<file path="src/rtl/pkt_counter_bank.sv">
// Per-channel activity counters with a one-cycle registered read port.
// Counters wrap or saturate, keep sticky overflow flags, and may clear on read.
module pkt_counter_bank #(
  parameter int N_CH        = 4,
  parameter int DATA_W      = 10,
  parameter int CNT_W       = 5,
  parameter bit SAT_MODE    = 1'b0,
  parameter bit CLR_ON_READ = 1'b0,
  localparam int IDX_W      = $clog2(N_CH)
) (
  input  logic                   clk,
  input  logic                   reset,
  input  logic [3:0]             state,
  input  logic [N_CH*DATA_W-1:0] data_in,
  input  logic                   req,
  input  logic [IDX_W-1:0]       idx,
  output logic                   valid,
  output logic [CNT_W-1:0]       data_out,
  output logic [N_CH-1:0]        ovf
);

  localparam logic [3:0]       ST_RESET = 4'b0001;
  localparam logic [3:0]       ST_IDLE  = 4'b0100;
  localparam logic [CNT_W-1:0] CNT_MAX  = {CNT_W{1'b1}};
  localparam logic [IDX_W:0]   N_CH_EXT = (IDX_W+1)'(N_CH);

  logic [CNT_W-1:0] cnt_q [N_CH];
  logic [CNT_W-1:0] cnt_d [N_CH];
  logic [N_CH-1:0]  ovf_q, ovf_d;
  logic             valid_q, valid_d;
  logic [CNT_W-1:0] data_out_q, data_out_d;

  logic [N_CH-1:0]  act;
  logic             soft_clr;
  logic             rd_acc;

  always_comb begin
    for (int k = 0; k < N_CH; k++) begin
      act[k] = |data_in[k*DATA_W +: DATA_W];
    end
  end

  assign soft_clr = (state == ST_RESET);
  assign rd_acc   = req && (state == ST_IDLE) && ({1'b0, idx} < N_CH_EXT);

  always_comb begin
    cnt_d      = cnt_q;
    ovf_d      = ovf_q;
    valid_d    = 1'b0;
    data_out_d = '0;
    if (soft_clr) begin
      for (int k = 0; k < N_CH; k++) begin
        cnt_d[k] = '0;
      end
      ovf_d = '0;
    end else begin
      for (int k = 0; k < N_CH; k++) begin
        if (act[k]) begin
          if (cnt_q[k] == CNT_MAX) begin
            ovf_d[k] = 1'b1;
            cnt_d[k] = SAT_MODE ? CNT_MAX : '0;
          end else begin
            cnt_d[k] = cnt_q[k] + CNT_W'(1);
          end
        end
      end
      if (rd_acc) begin
        valid_d    = 1'b1;
        data_out_d = cnt_q[idx];
        // The restarted counter still sees this cycle's activity; its overflow is dropped.
        if (CLR_ON_READ) begin
          cnt_d[idx] = act[idx] ? CNT_W'(1) : '0;
          ovf_d[idx] = 1'b0;
        end
      end
    end
  end

  always_ff @(posedge clk) begin
    if (reset) begin
      for (int k = 0; k < N_CH; k++) begin
        cnt_q[k] <= '0;
      end
      ovf_q      <= '0;
      valid_q    <= 1'b0;
      data_out_q <= '0;
    end else begin
      cnt_q      <= cnt_d;
      ovf_q      <= ovf_d;
      valid_q    <= valid_d;
      data_out_q <= data_out_d;
    end
  end

  assign valid    = valid_q;
  assign data_out = data_out_q;
  assign ovf      = ovf_q;

endmodule

</file>
<file path="config.mk">
export PLATFORM = sky130hd
export DESIGN_NAME = pkt_counter_bank
export DESIGN_NICKNAME = d
export VERILOG_FILES = /design/src/rtl/pkt_counter_bank.sv
export SDC_FILE = /design/constraint.sdc
export NUM_CORES = 1
export LEC_CHECK = 0
export ABC_AREA = 1
export CAP_MARGIN = 20
export CORE_MARGIN = 3
export CORE_UTILIZATION = 45
export CTS_CLUSTER_SIZE = 40
export DETAILED_ROUTE_END_ITERATION = 8
export GPL_TIMING_DRIVEN = 0
export PLACE_DENSITY = 0.8
export SLEW_MARGIN = 10
export SYNTH_ARGS = -nofsm -noshare
export SYNTH_HDL_FRONTEND = slang
export SYNTH_SLANG_ARGS = --single-unit
</file>
<file path="constraint.sdc">
create_clock -name clk -period 1.8 [get_ports clk]
set_input_delay 0.54 -clock clk [delete_from_list [all_inputs] [get_ports clk]]
set_output_delay 0.54 -clock clk [all_outputs]
set_load 0.01 [all_outputs]
</file>
==> run_results.csv <==
group,metric,value,unit
run_status,outcome,"finished clean",
pwr,p_int,1090,uW
sta,finalSetupViolCount,0,
route,dr.first_iter.drc_count,109,
final_layout,syn2layout_area_growth,43.3,%
route,drt-total-wl,3710,um
pwr,p_seq_share,49.4,%
pwr,switching_share,24.9,%
sta,hold_violations,0,
final_layout,nets,369,
grt,grt_max_degree,11,
sta,maxSlewHeadroom,83.6,%
route,vias_per_cell,4.87,
cts,ctsLongestPathBuffers,2,
cts,cts_hold_buf,0,
worst_setup_path,crit_path_top_delay_cell,"clkdlybuf4s50_1",
die,io_pins,59,
die,die_h,66.6,um
sta,max_freq,589,MHz
die,die_area,4440,um^2
cts,numCtsBuffers,5,
grt,grt_pass1_wl,6290,um
worst_setup_path,worstPathArrival,1.16,ns
pwr,pwr-share-comb,16.3,%
worst_setup_path,critPathBufInv,1,
sta,finalSetupTns,0,ns
die,core,3440,um^2
placed_design,numPortBuffers,58,
grt,grt_pass1_vias,1512,
worst_setup_path,worstSetupEndpointType,"primary output",
pwr,p_leak,0.000943,uW
grt,antenna_found_initial,0,
sta,worst_pin_slew,0.245,ns
route,ant_nets,0,
worst_setup_path,crit_required,1.26,ns
worst_setup_path,crit_path_cell_trace,"clkdlybuf4s50_1",
cts,clk_pin_slew,0.06,ns
cts,clock_sinks,30,
route,wl_per_cell,10.4,um
pwr,power_density,614,nW/um^2
worst_setup_path,cp_top_family,"buffers and inverters",
pwr,clkPwrFrac,34.3,%
synth,syn_avg_cell_area,6.70,um^2
min_path,hold_path.class,"register to register",
cts,cts_setup_buffers,0,
final_layout,drive_above_1_share,6.41,%
sta,fin_skew,0.00514,ns
cts,tritoncts,"done",
placed_design,routabilityCongestion,0.834,
worst_setup_path,crit_path_max_fanout,2,
worst_setup_path,max_stage_delay,0.55,ns
cts,worstSkewPairLatency,0.28,ns
grt,grt_use_total,18.2,%
sta,drv_slew,0,
synth,synth_seq_cells,30,
sta,hold_ws,0.471,ns
worst_setup_path,crit_path_start_kind,"register",
sta,rsz0062_at_grt,"no",
pwr,p_switching,362,uW
route,drt-pass1-iter-count,4,
synth,synth_cell_types,22,
sta,fin_crit,1.70,ns
synth,syn_nets,304,
synth,synth_warnings,0,
synth,seq_area_frac_synth,36.3,%
pwr,ir_worst_vdd,0.413,mV
job,cap_viol_max_count,0,
placed_design,dp_hpwl,2960,um
cts,htreeDepth,2,
cts,cts_root_buffer,"clkbuf_8",
die,rows,21,
cts,ctsResizeCount,0,
worst_setup_path,criticalPathCategory,"register to primary output",
route,num_vias,1745,
grt,grt_overflow,0,
sta,fin_crit_sh,94.3,%
final_layout,n_antenna_cell,0,
die,die_w,66.6,um
placed_design,dp_slack,-0.0237,ns
die,start_util,48.1,%
sta,fin_ws,0.102,ns
synth,synth_area,1650,um^2
route,drc,0,
synth,syn_inst,247,
## through the flow
step | utilization (%) | std cells | area (um^2) | power (uW)
final | 68.9 | 358 | 2370 | 1460
after global routing | 68.9 | 358 | 2370 | 1530
after CTS | 68.9 | 358 | 2370 | 1470
after detailed placement | 66.6 | 351 | 2290 | 973
after global placement | 66.6 | 351 | 2290 | 968
after floorplan | - | 247 | 1650 | 836
## sequential cells by signal, summed over array words and instances (netlist names)
register and count:
cnt_q 20, data_out 5, ovf 4, valid 1
## cell usage in the layout, fill, tap and decap left out, types with 2 or more instances in the layout
| cell type | instances |
|---|---|
| clkinv_2 | 2 |
| nor3_1 | 8 |
| ha_1 | 8 |
| buf_2 | 2 |
| o21bai_1 | 3 |
| nor2_1 | 86 |
| nand3_2 | 2 |
| nand4_1 | 5 |
| a21oi_1 | 17 |
| dfxtp_1 | 30 |
| nand2_1 | 22 |
| clkbuf_8 | 5 |
| clkdlybuf4s50_1 | 58 |
| nor2_4 | 4 |
| nand3_1 | 10 |
| o21ai_0 | 21 |
| inv_1 | 21 |
## cell usage after synthesis
cell type | count | share of area, %
nor2_1 | 86 | 20
dfxtp_1 | 30 | 36
nand2_1 | 22 | 5.0
inv_1 | 21 | 4.8
o21ai_0 | 21 | 6.4
a21oi_1 | 17 | 5.1
nand3_1 | 10 | 3.0
ha_1 | 8 | 6.1
nor3_1 | 8 | 2.4
nand4_1 | 5 | 1.9
nor2_4 | 4 | 2.7
o21bai_1 | 3 | 1.4
buf_2 | 2 | 0.61
nand3_2 | 2 | 1.2
a31oi_2 | 1 | 0.76
buf_4 | 1 | 0.45
buf_6 | 1 | 0.68
inv_2 | 1 | 0.23
nor2_2 | 1 | 0.38
o211ai_1 | 1 | 0.45
o21ai_1 | 1 | 0.30
or2_0 | 1 | 0.38
## logic make-up (layout without fill, tap and decap cells)
kind of cell               after synthesis  count (layout)  share of synthesized area, %
DFF                                     30              30                          36.3
AOI/OAI and AO/OA                       44              44                          14.4
adders and majority gates                8               8                          6.05
buffers and inverters                   26              91                          6.73
and+or+nand+nor                        139             139                          36.5
## power by group through the flow
stage	clock, uW	sequential, uW	combinational, uW
2_1_floorplan	0	726	110
3_3_place_gp	0	733	235
3_5_place_dp	0	733	240
4_1_cts	511	719	240
5_1_grt	536	724	266
6_report	499	719	238
## area by class of cell
class / count / area (um^2)
timing repair buffer: 58 / 581
clock inverter: 2 / 10.0
clock buffer: 5 / 68.8
inverter: 22 / 82.6
fill: 299 / 1070
tap: 46 / 57.6
buffer: 4 / 28.8
multi-input combinational: 191 / 942
sequential: 30 / 601
## worst min-delay path: stages, from the launching register on
cell,delay [ns]
dfxtp_1,0.33
nor2_1,0.05
nor2_1,0.07
## worst paths after layout
check	startpoint	end	slack, ns	depth (start not counted)
setup / recovery	ovf[1]$_SDFFE_PP0P_	ovf[1]	0.10	1
hold / removal	ovf[2]$_SDFFE_PP0P_	ovf[2]$_SDFFE_PP0P_	0.47	2
setup reg to reg	cnt_q[0]$_SDFFE_PP0P_	cnt_q[3]$_SDFFE_PP0P_	0.33	9
hold reg to reg	ovf[2]$_SDFFE_PP0P_	ovf[2]$_SDFFE_PP0P_	0.47	2
## metal layers
| metal | share of wire, % | up-vias | track usage, % |
|---|---|---|---|
| met5 | 0 | - | 0 |
| met4 | 0.86 | 0 | 6.85 |
| met3 | 4.0 | 3 | 5.06 |
| met2 | 47 | 40 | 28.7 |
| met1 | 48 | 763 | 23.5 |
| li1 | - | 939 | - |
(Power assumes the default switching activity.)
